## src/rtl/switch_allocator.sv

```systemverilog
// Wormhole switch allocator for a 5-port router (L,N,E,S,W).
// Each output is locked from head to tail flit. Round-robin arbitration runs between packets.
module switch_allocator #(
   parameter logic [2:0] SEL_IDLE = 3'd7,
   parameter logic [2:0] RR_INIT  = 3'd0
) (
   input  logic       clk,
   input  logic       rst,
   input  logic       Req_L,
   input  logic       Req_N,
   input  logic       Req_E,
   input  logic       Req_S,
   input  logic       Req_W,
   input  logic [2:0] Dest_L,
   input  logic [2:0] Dest_N,
   input  logic [2:0] Dest_E,
   input  logic [2:0] Dest_S,
   input  logic [2:0] Dest_W,
   input  logic       Tail_L,
   input  logic       Tail_N,
   input  logic       Tail_E,
   input  logic       Tail_S,
   input  logic       Tail_W,
   input  logic       Ready_L,
   input  logic       Ready_N,
   input  logic       Ready_E,
   input  logic       Ready_S,
   input  logic       Ready_W,
   output logic [2:0] Select_L,
   output logic [2:0] Select_N,
   output logic [2:0] Select_E,
   output logic [2:0] Select_S,
   output logic [2:0] Select_W,
   output logic       Grant_L,
   output logic       Grant_N,
   output logic       Grant_E,
   output logic       Grant_S,
   output logic       Grant_W
);

   typedef enum logic {ST_IDLE = 1'b0, ST_LOCKED = 1'b1} state_t;

   logic [4:0] req_s, tail_s, ready_s;
   logic [2:0] dest_s [5];

   state_t     state_r  [5];
   logic [2:0] owner_r  [5];
   logic [2:0] ptr_r    [5];
   logic [2:0] select_r [5];

   logic [4:0] busy_s;
   logic [4:0] grant_s;
   logic [4:0] release_s;
   logic [4:0] any_req_s;
   logic [2:0] winner_s [5];

   // The result is (base + off) mod 5, for base and off in the range 0..4.
   function automatic logic [2:0] rr_index(input logic [2:0] base, input logic [2:0] off);
      logic [3:0] sum;
      sum = {1'b0, base} + {1'b0, off};
      if (sum >= 4'd5) begin
         rr_index = 3'(sum - 4'd5);
      end else begin
         rr_index = sum[2:0];
      end
   endfunction

   assign req_s   = {Req_W, Req_S, Req_E, Req_N, Req_L};
   assign tail_s  = {Tail_W, Tail_S, Tail_E, Tail_N, Tail_L};
   assign ready_s = {Ready_W, Ready_S, Ready_E, Ready_N, Ready_L};
   assign dest_s[0] = Dest_L;
   assign dest_s[1] = Dest_N;
   assign dest_s[2] = Dest_E;
   assign dest_s[3] = Dest_S;
   assign dest_s[4] = Dest_W;

   // Locked outputs: find which inputs own a lock, grant the owner's flits, and detect tail release.
   always_comb begin
      busy_s    = 5'b00000;
      grant_s   = 5'b00000;
      release_s = 5'b00000;
      for (int o = 0; o < 5; o++) begin
         if (state_r[o] == ST_LOCKED) begin
            busy_s[owner_r[o]] = 1'b1;
            if (req_s[owner_r[o]] && (dest_s[owner_r[o]] == 3'(o)) && ready_s[o]) begin
               grant_s[owner_r[o]] = 1'b1;
               release_s[o]        = tail_s[owner_r[o]];
            end else begin
               release_s[o] = 1'b0;
            end
         end else begin
            release_s[o] = 1'b0;
         end
      end
   end

   // Idle outputs: search for the first eligible requester, starting at ptr and wrapping.
   // An input that already owns a lock is not eligible.
   always_comb begin
      for (int o = 0; o < 5; o++) begin
         any_req_s[o] = 1'b0;
         winner_s[o]  = 3'd0;
         for (int k = 0; k < 5; k++) begin
            if (!any_req_s[o] && req_s[rr_index(ptr_r[o], 3'(k))] &&
                (dest_s[rr_index(ptr_r[o], 3'(k))] == 3'(o)) &&
                !busy_s[rr_index(ptr_r[o], 3'(k))]) begin
               any_req_s[o] = 1'b1;
               winner_s[o]  = rr_index(ptr_r[o], 3'(k));
            end else begin
               any_req_s[o] = any_req_s[o];
            end
         end
      end
   end

   // Per-output lock state machine, with a registered crossbar select.
   always_ff @(posedge clk) begin
      for (int o = 0; o < 5; o++) begin
         if (rst) begin
            state_r[o]  <= ST_IDLE;
            owner_r[o]  <= 3'd0;
            ptr_r[o]    <= RR_INIT;
            select_r[o] <= SEL_IDLE;
         end else begin
            case (state_r[o])
               ST_IDLE: begin
                  if (any_req_s[o]) begin
                     state_r[o]  <= ST_LOCKED;
                     owner_r[o]  <= winner_s[o];
                     select_r[o] <= winner_s[o];
                  end
               end
               ST_LOCKED: begin
                  if (release_s[o]) begin
                     state_r[o]  <= ST_IDLE;
                     ptr_r[o]    <= (owner_r[o] == 3'd4) ? 3'd0 : owner_r[o] + 3'd1;
                     select_r[o] <= SEL_IDLE;
                  end
               end
               default: begin
                  state_r[o]  <= ST_IDLE;
                  select_r[o] <= SEL_IDLE;
               end
            endcase
         end
      end
   end

   assign Select_L = select_r[0];
   assign Select_N = select_r[1];
   assign Select_E = select_r[2];
   assign Select_S = select_r[3];
   assign Select_W = select_r[4];
   assign {Grant_W, Grant_S, Grant_E, Grant_N, Grant_L} = grant_s;

endmodule

```

## config.mk

```make
export PLATFORM = sky130hd
export DESIGN_NAME = switch_allocator
export DESIGN_NICKNAME = d
export VERILOG_FILES = /design/src/rtl/switch_allocator.sv
export SDC_FILE = /design/constraint.sdc
export NUM_CORES = 1
export LEC_CHECK = 0
export BUFFER_PORTS_ARGS = -buffer_cell sky130_fd_sc_hd__buf_4
export CAP_MARGIN = 20
export CELL_PAD_IN_SITES_DETAIL_PLACEMENT = 0
export CELL_PAD_IN_SITES_GLOBAL_PLACEMENT = 2
export CORE_MARGIN = 4
export CORE_UTILIZATION = 42
export CTS_BUF_LIST = sky130_fd_sc_hd__clkbuf_8
export DETAILED_ROUTE_END_ITERATION = 10
export HOLD_SLACK_MARGIN = 0.06
export PLACE_DENSITY_LB_ADDON = 0.1
export SETUP_SLACK_MARGIN = 0.3
export SYNTH_ARGS = -nofsm -noshare
export SYNTH_HDL_FRONTEND = slang
export SYNTH_SLANG_ARGS = --single-unit
export TNS_END_PERCENT = 20
```

## constraint.sdc

```tcl
create_clock -name clk -period 10 [get_ports clk]
set_clock_uncertainty 0.2 [all_clocks]
set_input_delay 2 -clock clk [delete_from_list [all_inputs] [get_ports clk]]
set_output_delay 2 -clock clk [all_outputs]
set_load 0.005 [all_outputs]
```

==> results by group <==
Critical path
  • Type of destination of the critical path: primary output
  • Reg2Reg Capture Point: select_r[0][2]$_SDFFCE_PP1P_
  • Crit-path max FO: 17
  • Reg2reg path depth: 11
  • Crit path required time: 7.80 ns
  • Reg-to-reg slack, setup: between 5 and 6 ns
  • Type of origin of the critical path: input port
  • Worst Setup Path Type: in -> out
  • CP arrival: 4.11 ns
  • Worst R2R Start: ptr_r[0][0]$_SDFFCE_PP0P_

Finish
  • # fillers: around 2200
  • Share of post-route cells with drive strength above 1: between 10% and 20%
  • Final nets: ~1300
  • Antenna Diode Count: 0
  • Sequential cell area: between 1500 and 2000 sq um
  • Area of the multi-input gates: 7160 sq um
  • Final Non-Filler Cells: approximately 1500
  • Final instance area: ~9700 sq um
  • P&R area growth vs syn: 6.13%

Power
  • Final Total Pwr: approximately 1.1 mW
  • Gate power share: 55.9%
  • Pwr dens: around 110 nW/um^2
  • Leak Pwr: around 3.7 nW
  • Clock network power share: between 10% and 20%
  • Sw Share: roughly half
  • Part of the power in registers: a little under a third
  • Pint: 554 uW
  • Net switching power: 536 uW
  • Peak supply drop: just over 80 uV

Placement
  • Gpl congestion: just over 1
  • DP Worst Slack: roughly 3.7 ns
  • Detailed placement HPWL: around 26 mm
  • Dpl cells: roughly 1500
  • Dpl cell area: 9640 sq um
  • PortBufs: 51

Run status
  • Outcome: finished, final reports clean

Yosys
  • Post-synth EDFFs: 50
  • Synth async-reset ratio: 0%
  • Cell variety after synth: 112
  • Synth Flop Type: edfxtp_1
  • Seq cells post-synth: 50
  • Ys Warns: 0
  • Post-synthesis cell area: just over 9000 sq um
  • Synthesized instance count: between 1000 and 1500
  • Mapped Avg Cell Area: ~7.7 sq um
  • Sequential fraction of the synthesis area: 16.4%
  • Post-synth net total: between 1000 and 1500

Worst hold path
  • Hold depth: 1
  • Worst min path class: reg -> reg
  • Hold_sp: owner_r[0][0]$_SDFFCE_PN0P_
  • WHS Endpoint: ptr_r[0][0]$_SDFFCE_PP0P_

Detailed routing
  • Per-cell routed wire length: about 22 microns
  • DRC Markers: 0
  • Starting DRT DRC Count: 768
  • Vias per inst: roughly 6.4
  • Vias after detailed routing: 9460
  • Antenna viol nets, final: 0
  • Total wire length: 32.7 mm
  • DRT Pass-1 Iters: 6

Die
  • Chip height: 156 microns
  • Die Width: about 160 microns
  • I/O pins: 52
  • Die area: between 20000 and 25000 sq um
  • Total core area: 21300 sq um
  • Initial Utilization: a little over two fifths
  • Site Rows: 53

STA
  • Final cycle utilization of the critical path: a little over three fifths
  • Setup violations, final: 0
  • Fin. Hold Viols: 0
  • Crit path time final: 6.31 ns
  • Measured slew at the worst slew-check pin: 1.03 ns
  • Slew Viols, Final: 0
  • Final setup margin: roughly 3.7 ns
  • Setup TNS: 0 ns
  • RSZ-0062 raised after global routing: false
  • Fmax: 158 MHz
  • Slew HR: 30.8%

Global routing
  • GRT Residual Overflow: 0
  • Global router's overall resource usage: between 20% and 30%
  • Vias in the first global route: between 8000 and 9000
  • Global-route wire length before repair: roughly 51 mm
  • Largest net degree at the start of global routing: 26
  • Initial antenna violation count: 0

Clocking
  • Clock-pin transition on the worst setup and hold timing paths: roughly 0.090 ns
  • H-tree levels: 2
  • Total CTS buffers: 5
  • Root Buffer: clkbuf_8
  • Clk sinks: 50
  • Skew-Pair Late Insertion Delay: ~0.34 ns
  • PostCTS Resize Cnt: 0
  • Total setup buffers inserted after CTS: 0
  • CTS tree: built
  • Quantity of hold-fixing buffers added after cts: 0
  • CTS Buffer Depth: 2

Run
  • Max-Cap Viols: 0
-- cell usage in the layout (no fill, tap or decap), types with 9 or more instances in the layout --
| cell | synthesis | final |
|---|---|---|
| nor4_1 | 20 | 20 |
| ha_1 | 50 | 50 |
| and3_1 | 24 | 24 |
| a21oi_1 | 70 | 70 |
| nand2_1 | 88 | 88 |
| buf_4 | 3 | 53 |
| nand4_1 | 11 | 11 |
| o211ai_1 | 15 | 15 |
| nor3b_1 | 19 | 19 |
| nand2b_1 | 35 | 35 |
| a211oi_1 | 14 | 14 |
| nand3_1 | 40 | 40 |
| o21ai_0 | 37 | 37 |
| and2_1 | 16 | 16 |
| nor3_1 | 70 | 70 |
| inv_1 | 55 | 55 |
| or2_2 | 14 | 14 |
| nor2_1 | 90 | 90 |
| a31oi_1 | 18 | 18 |
| edfxtp_1 | 50 | 50 |
| or3_1 | 10 | 10 |
| a221oi_1 | 11 | 11 |
| mux2_2 | 9 | 9 |
| o31ai_1 | 19 | 19 |
| xnor2_1 | 25 | 25 |
| mux2i_1 | 53 | 53 |
| o22ai_1 | 16 | 16 |
| nor2b_1 | 21 | 21 |
-- layout make-up --
cell class	count	area share [%]
flip-flops and latches	50	15.4
clock buffers	5	0.706
multi-input cells	1019	73.5
inverters	63	2.43
well taps	275	3.53
clock inverters	3	0.270
repair buffers	54	4.13
-- sequential cells by signal, indices dropped and copies added (netlist names) --
name	count
owner_r	15
select_r	15
ptr_r	15
state_r	5
-- power by group through the flow --
| stage | Combinational (mW) | Clock [mW] | Sequential, mW |
|---|---|---|---|
| final | 0.609 | 0.133 | 0.347 |
| after global routing | 0.665 | 0.143 | 0.352 |
| after CTS | 0.601 | 0.134 | 0.344 |
| after detailed placement | 0.598 | 0 | 0.348 |
| after global placement | 0.601 | 0 | 0.350 |
| after floorplan | 0.462 | 0 | 0.297 |
-- logic make-up (layout without fill, tap and decap cells) --
family | after synthesis | count (layout) | synth area share [%]
AO/OA/AOI/OAI | 333 | 333 | 26.4
XOR/XNOR | 33 | 33 | 3.31
adder cells (fa/ha/maj) | 55 | 55 | 7.90
buffers and inverters | 125 | 125 | 5.61
flip-flops | 50 | 50 | 16.4
multiplexers | 68 | 68 | 8.19
AND/OR/NAND/NOR | 530 | 530 | 32.2
-- stage by stage --
step / util (%) / hold WS, ns
2_1_floorplan: - / 0.545
3_3_place_gp: 45.3 / 0.676
3_5_place_dp: 45.3 / 0.682
4_1_cts: 45.8 / 0.707
5_1_grt: 45.8 / 0.745
6_report: 45.8 / 0.721
-- worst max-delay path, cell delays in order --
cell      delay (ns)
buf_4           0.24
nor2b_1         0.26
nand2_1         0.19
o21ai_0         0.22
nand3_1         0.10
o22ai_1         0.14
nand2_1         0.12
or2_2           0.34
nor3_1          0.17
a311oi_1        0.09
nand3_1         0.14
buf_4           0.11
-- worst max-delay path by stage --
stage                          from  depth (start not counted)       to
final                         Req_W                         12  Grant_W
after global routing          Req_W                         12  Grant_W
after CTS                     Req_W                         12  Grant_W
after detailed placement      Req_W                         12  Grant_W
after global placement        Req_W                         12  Grant_W
after floorplan           Dest_W[0]                         11  Grant_E
-- cell usage after synthesis, types with 9 or more instances --
cell / n / share of area (%)
xnor2_1: 25 / 2.4
a31oi_1: 18 / 1.2
nor2b_1: 21 / 1.4
nor2_1: 90 / 3.7
mux2i_1: 53 / 5.8
a21oi_1: 70 / 3.8
and2_1: 16 / 1.1
mux2_2: 9 / 1.1
nor3b_1: 19 / 1.6
a221oi_1: 11 / 1.0
o21ai_0: 37 / 2.0
nor4_1: 20 / 1.4
edfxtp_1: 50 / 16
clkbuf_1: 33 / 1.3
and3_1: 24 / 1.6
nand2_1: 88 / 3.6
nand4_1: 11 / 0.75
o31ai_1: 19 / 1.6
nand2b_1: 35 / 2.4
or3_1: 10 / 0.68
o211ai_1: 15 / 1.2
inv_1: 55 / 2.2
a211oi_1: 14 / 1.1
or2_2: 14 / 0.95
nand3_1: 40 / 2.2
ha_1: 50 / 6.8
nor3_1: 70 / 3.8
buf_2: 22 / 1.2
o22ai_1: 16 / 1.1
-- per-layer routing --
layer	share of wire, %	wire, microns	global-route usage (%)
met5	0	0	0
met4	1.9	615	5.54
met3	5.8	1900	3.25
met2	46	15100	42.8
met1	46	15100	37.4
Power figures use the tool's default switching activity.
